$ cat src/rtl/sp_ram_arb_pkg.sv
// ============================================================================
// Module   : sp_ram_arb_pkg
// Brief    : Shared types and constants for the single-port RAM arbiter.
// Revision : 1.0  initial release
// ============================================================================
`default_nettype none

package sp_ram_arb_pkg;

   typedef enum logic {ST_CLEAR = 1'b0, ST_RUN = 1'b1} arb_state_t;

   localparam int NUM_REQ = 2;
   localparam int STAT_W  = 16;

   function automatic logic [STAT_W-1:0] sat_inc(input logic [STAT_W-1:0] v);
      return (&v) ? v : v + 1'b1;
   endfunction

endpackage

`default_nettype wire

$ cat src/rtl/sp_ram_rr_grant.sv
// ============================================================================
// Module   : sp_ram_rr_grant
// Brief    : Two-way round-robin grant; rr_ptr picks the winner on contention.
// Revision : 1.0  initial release
// ============================================================================
`default_nettype none

module sp_ram_rr_grant
   import sp_ram_arb_pkg::*;
(
   input  logic [NUM_REQ-1:0] req_valid,
   input  logic               rr_ptr,
   output logic [NUM_REQ-1:0] grant
);

   always_comb begin
      grant = req_valid;
      if (&req_valid) begin
         grant = rr_ptr ? 2'b10 : 2'b01;
      end
   end

endmodule

`default_nettype wire

$ cat src/rtl/sp_ram_arbiter.sv
// ============================================================================
// Module   : sp_ram_arbiter
// Brief    : Round-robin sharing of one single-port RAM between two requesters,
//            with zero-fill after reset. Optional statistics counters are
//            enabled by defining SP_RAM_ARB_STATS_EN.
// Revision : 1.0  initial release
// ============================================================================
`default_nettype none

module sp_ram_arbiter
   import sp_ram_arb_pkg::*;
#(
   parameter int ADDR_W = 8,
   parameter int DATA_W = 8
)(
   input  logic                  clk,
   input  logic                  rst_n,
   input  logic [NUM_REQ-1:0]    req_valid,
   output logic [NUM_REQ-1:0]    req_ready,
   input  logic [NUM_REQ-1:0]    req_wr,
   input  logic [2*ADDR_W-1:0]   req_addr,
   input  logic [2*DATA_W-1:0]   req_wdata,
   output logic [NUM_REQ-1:0]    rsp_valid,
   output logic [DATA_W-1:0]     rsp_data,
   output logic                  init_done,
   output logic [ADDR_W-1:0]     mem_addr,
   output logic [DATA_W-1:0]     mem_data_in,
   output logic                  mem_write_en,
   input  logic [DATA_W-1:0]     mem_data_out
`ifdef SP_RAM_ARB_STATS_EN
  ,output logic [2*STAT_W-1:0]   stat_grants
  ,output logic [STAT_W-1:0]     stat_conflicts
`endif
);

   localparam logic [ADDR_W-1:0] c_CLR_LAST = '1;

   arb_state_t          r_state;
   logic [ADDR_W-1:0]   r_clr_cnt;
   logic                r_rr_ptr;
   logic                r_rd_vld;
   logic                r_rd_tag;
   logic [ADDR_W-1:0]   r_last_addr;
   logic [DATA_W-1:0]   r_last_data;

   logic                w_run;
   logic [NUM_REQ-1:0]  w_grant;
   logic                w_xfer;
   logic                w_gnt_idx;
   logic [ADDR_W-1:0]   w_sel_addr;
   logic [DATA_W-1:0]   w_sel_wdata;

   assign w_run = (r_state == ST_RUN);

   sp_ram_rr_grant u_grant (
      .req_valid (req_valid & {NUM_REQ{w_run}}),
      .rr_ptr    (r_rr_ptr),
      .grant     (w_grant)
   );

   assign w_xfer      = |w_grant;
   assign w_gnt_idx   = w_grant[1];
   assign w_sel_addr  = w_gnt_idx ? req_addr[2*ADDR_W-1:ADDR_W]  : req_addr[ADDR_W-1:0];
   assign w_sel_wdata = w_gnt_idx ? req_wdata[2*DATA_W-1:DATA_W] : req_wdata[DATA_W-1:0];

   assign req_ready = w_grant;
   assign init_done = w_run;
   assign rsp_valid = {r_rd_vld & r_rd_tag, r_rd_vld & ~r_rd_tag};
   assign rsp_data  = mem_data_out;

   // Idle cycles replay the last address/data so the RAM pins never glitch.
   always_comb begin
      mem_addr     = r_last_addr;
      mem_data_in  = r_last_data;
      mem_write_en = 1'b0;
      if (r_state == ST_CLEAR) begin
         mem_addr     = r_clr_cnt;
         mem_data_in  = '0;
         mem_write_en = rst_n;
      end else if (w_xfer) begin
         mem_addr     = w_sel_addr;
         mem_data_in  = w_sel_wdata;
         mem_write_en = req_wr[w_gnt_idx];
      end
   end

   always_ff @(posedge clk) begin
      if (!rst_n) begin
         r_state     <= ST_CLEAR;
         r_clr_cnt   <= '0;
         r_rr_ptr    <= 1'b0;
         r_rd_vld    <= 1'b0;
         r_rd_tag    <= 1'b0;
         r_last_addr <= '0;
         r_last_data <= '0;
      end else begin
         r_rd_vld <= 1'b0;
         case (r_state)
            ST_CLEAR: begin
               r_clr_cnt   <= r_clr_cnt + 1'b1;
               r_last_addr <= r_clr_cnt;
               r_last_data <= '0;
               if (r_clr_cnt == c_CLR_LAST) begin
                  r_state <= ST_RUN;
               end
            end
            ST_RUN: begin
               if (w_xfer) begin
                  r_rr_ptr    <= ~w_gnt_idx;
                  r_last_addr <= w_sel_addr;
                  r_last_data <= w_sel_wdata;
                  r_rd_vld    <= ~req_wr[w_gnt_idx];
                  r_rd_tag    <= w_gnt_idx;
               end
            end
            default: r_state <= ST_CLEAR;
         endcase
      end
   end

`ifdef SP_RAM_ARB_STATS_EN
   logic [STAT_W-1:0] r_grants0;
   logic [STAT_W-1:0] r_grants1;
   logic [STAT_W-1:0] r_conflicts;

   always_ff @(posedge clk) begin
      if (!rst_n) begin
         r_grants0   <= '0;
         r_grants1   <= '0;
         r_conflicts <= '0;
      end else if (w_run) begin
         if (w_grant[0]) r_grants0 <= sat_inc(r_grants0);
         if (w_grant[1]) r_grants1 <= sat_inc(r_grants1);
         if (&req_valid) r_conflicts <= sat_inc(r_conflicts);
      end
   end

   assign stat_grants    = {r_grants1, r_grants0};
   assign stat_conflicts = r_conflicts;
`endif

endmodule

`default_nettype wire
$ cat config.mk
export PLATFORM = sky130hd
export DESIGN_NAME = sp_ram_arbiter
export DESIGN_NICKNAME = d
export VERILOG_FILES = /design/src/rtl/sp_ram_arb_pkg.sv /design/src/rtl/sp_ram_rr_grant.sv /design/src/rtl/sp_ram_arbiter.sv
export SDC_FILE = /design/constraint.sdc
export NUM_CORES = 1
export LEC_CHECK = 0
export ABC_AREA = 1
export CORE_AREA = 2 2 70 72
export CTS_BUF_LIST = sky130_fd_sc_hd__clkbuf_16
export DETAILED_ROUTE_END_ITERATION = 8
export DIE_AREA = 0 0 72 74
export PLACE_DENSITY_LB_ADDON = 0.25
export SLEW_MARGIN = 20
export SYNTH_ARGS = -nofsm -noshare
export SYNTH_HDL_FRONTEND = slang
export SYNTH_HIERARCHICAL = 1
export SYNTH_SLANG_ARGS = --single-unit
$ cat constraint.sdc
create_clock -name clk -period 2 [get_ports clk]
set_input_delay 0.3 -clock clk [delete_from_list [all_inputs] [get_ports clk]]
set_output_delay 0.3 -clock clk [all_outputs]
set_load 0.03 [all_outputs]
==> results.toml <==
[logic_synthesis]
synth_most_common_cell = "nand2_1"
synth_fp_nets = 291
synth_mux_area_share_pct = 0
postSynthAreaPerCell_um2 = 6.77
synth.distinct_cells = 21
synth_top_area_cell = "dfxtp_1"
synth.area.top_cells = "dfxtp_1 34%, nand2_1 15%, nand2_2 7.6%, inv_1 7.5%, nand3_2 6.1%"
yosys_most_used_dff = "dfxtp_1"
ys_warn_count = 6
synth-simple-area-share_pct = 43.1
synthArstFlopShare_pct = 0
syn_inst = 244
ys_top_cells_by_count = "67 x nand2_1, 33 x inv_1, 28 x dfxtp_1, 20 x nand2_2, 17 x a21oi_1"
synth_compound_area_share_pct = 6.97
synth_top_family_by_area = "simple AND/OR/NAND/NOR gates"
synthDominantCellAreaShare_pct = 33.9
synth-adder-area-share_pct = 0.758
netlist_area_um2 = 1650
ys_seq_area_share_pct = 33.9
synth_xor_area_share_pct = 0
ys_ff_latch = 28
synth_edf_count = 0

[sta]
rsz0062_at_grt = "true"
clock_skew_ns = 0.00216
post-route-min-period_ns = 2.10
hold_slack_ns = 0.491
setup_viol_count_final = 17
fin_crit_sh_pct = 105
max_freq_ghz = 0.475
tightest_slew_ns = 0.397
slew_headroom_pct = 73.5
setup_tns_ns = -1.23
slew_violations = 0
finalHoldViolCount = 0
worst_slack_ns = -0.104

[finish]
drive_gt1_share_pct = 50.6
final_core_util_pct = 62.7
fillers = 398
seq_area_um2 = 564
final_area_um2 = 2880
antenna_cells = 0
multiInputGateArea_um2 = 972
syn_to_final_growth_pct = 74.6
nets = 376
finalNonFillerCells = 382

[worst_setup_path]
crit_chain = "nand2_2, inv_2, inv_2, nand2_2, nand2_4, buf_6, nor2_4, clkbuf_16, nand2_2, nand3_2, nand2_2, inv_4, buf_6"
endpoint_kind = "output pin"
critPathSlowestCell = "dfxtp_4"
start_kind = "flip-flop"
worst-path-buf-inv = 6
critical_path.max_stage_delay_ns = 0.38
path_common_cell = "nand2_2"
arrival_ns = 1.80
cp_top_family = "buffers and inverters"
crit_fanout = 6
required_ns = 1.70
path_class = "flip-flop to output pin"

[floorplan]
coreArea_um2 = 4600
ios = 76
initial_core_util_pct = 35.9
die_h_um = 74
fp.dieW_um = 72
die-area_um2 = 5330
num_rows = 25

[power]
vdd_ir_drop_max_v = 0.000450
cellPowerDensity_nw_per_um2 = 457
leakage_nw = 1.33

[routing]
wl_per_cell_um = 12.7
drtIter0Drc = 63
postRouteAntennaNets = 0
drt_pre_antenna_iters = 4
vias_per_cell = 4.59
drt_wl_total_mm = 4.87
drc_errors = 0
vias = 1755

[clock_tree]
clk_pin_slew_ns = 0.07
cts_buffers = 3
h-tree-depth = 1
cts_tree = "built"
cts_sinks = 28
cts_buffer_depth = 2
root_buffer = "clkbuf_16"
clk_latency_ns = 0.26
ctsHoldBuffers = 0

[grt]
grtUsageTotal_pct = 18.1
grt_first_pass_wirelength_mm = 7.59
first_global_vias = 1657
antenna_found_initial = 0
grt_max_degree = 20
overflow = 0

[placement]
place.gp.congestion = 0.739
dp_cells = 359
place.port_buffers = 59
place_area_um2 = 2370
hpwl_mm = 3.03

[status]
violations = "setup timing"
status = "finished with violations"

[hold_path]
hp-class = "flip-flop to flip-flop"

[job]
cap_violations = 0
-- final cells by class --
class	instances	share of cell area, %
clock buffer	3	2.60
clock inverter	1	1.04
inverter	34	5.29
multi-input combinational	164	33.7
sequential	28	19.6
tap	54	2.34
timing repair buffer	98	35.4
-- logic make-up after synthesis --
kind of cell    count (synthesis)
compound gates                 23
buf+inv                        52
simple gates                  140
flops                          28
fa+ha+maj                       1
-- stage by stage --
stage / worst slack (ns) / total power [mW]
CTS: -0.0486 / 1.32
global route: -0.210 / 1.35
global placement: -0.147 / 0.723
finish: -0.104 / 1.32
detailed placement: -0.170 / 0.722
floorplan: -0.0759 / 0.658
-- tightest hold or removal path, delay by kind of cell, from the launching register on --
| family | cells | cell delay, ns |
|---|---|---|
| AOI/OAI and AO/OA | 1 | 0.05 |
| DFF | 1 | 0.33 |
| and+or+nand+nor | 1 | 0.07 |
-- final timing paths --
check | slack [ns] | cells past startpoint | from | end
hold / removal | 0.49 | 2 | r_rd_tag | r_rd_tag
setup reg to reg | 0.18 | 15 | init_done | r_last_addr[6]
hold reg to reg | 0.49 | 2 | r_rd_tag | r_rd_tag
setup / recovery | -0.10 | 13 | init_done | mem_data_in[2]
-- sequential cells by signal (all words and copies together) (netlist names) --
register	cells
init_done	1
r_last_addr	8
r_rr_ptr	1
r_rd_vld	1
r_rd_tag	1
r_last_data	8
r_clr_cnt	8
-- cell usage in the layout (no fill, tap or decap), drive strengths merged --
cell type,count
bufinv,1
clkdlybuf4s50,37
dlymetal6s2s,1
dlygate4sd2,2
nand3,19
dfxtp,28
nand4,3
or2,3
clkbuf,4
a21oi,17
nand2,87
buf,57
o21ai,6
inv,34
nor3,2
nor2,26
ha,1
-- routing by layer --
layer	part of all wire [%]	vias up	global-route usage, %
met5	0	-	0
met4	0.43	0	2.94
met3	4.4	4	2.57
met2	51	45	33.1
met1	45	800	23.0
li1	-	906	-
-- where the power goes --
group | total, mW | switching, mW | leakage [nW] | internal, mW
clock | 0.595 | 0.197 | 0.0511 | 0.399
combinational | 0.152 | 0.0592 | 1.05 | 0.0924
sequential | 0.570 | 0.00639 | 0.227 | 0.564
total | 1.32 | 0.262 | 1.33 | 1.05
-- timing repair --
action,4_1_cts,5_1_grt
pin swaps,17,19
cloned,2,1
gates resized for setup,46,16
buffers inserted,9,7
setup endpoints to repair,17,17
No activity file was read; power rests on OpenSTA's default activity.
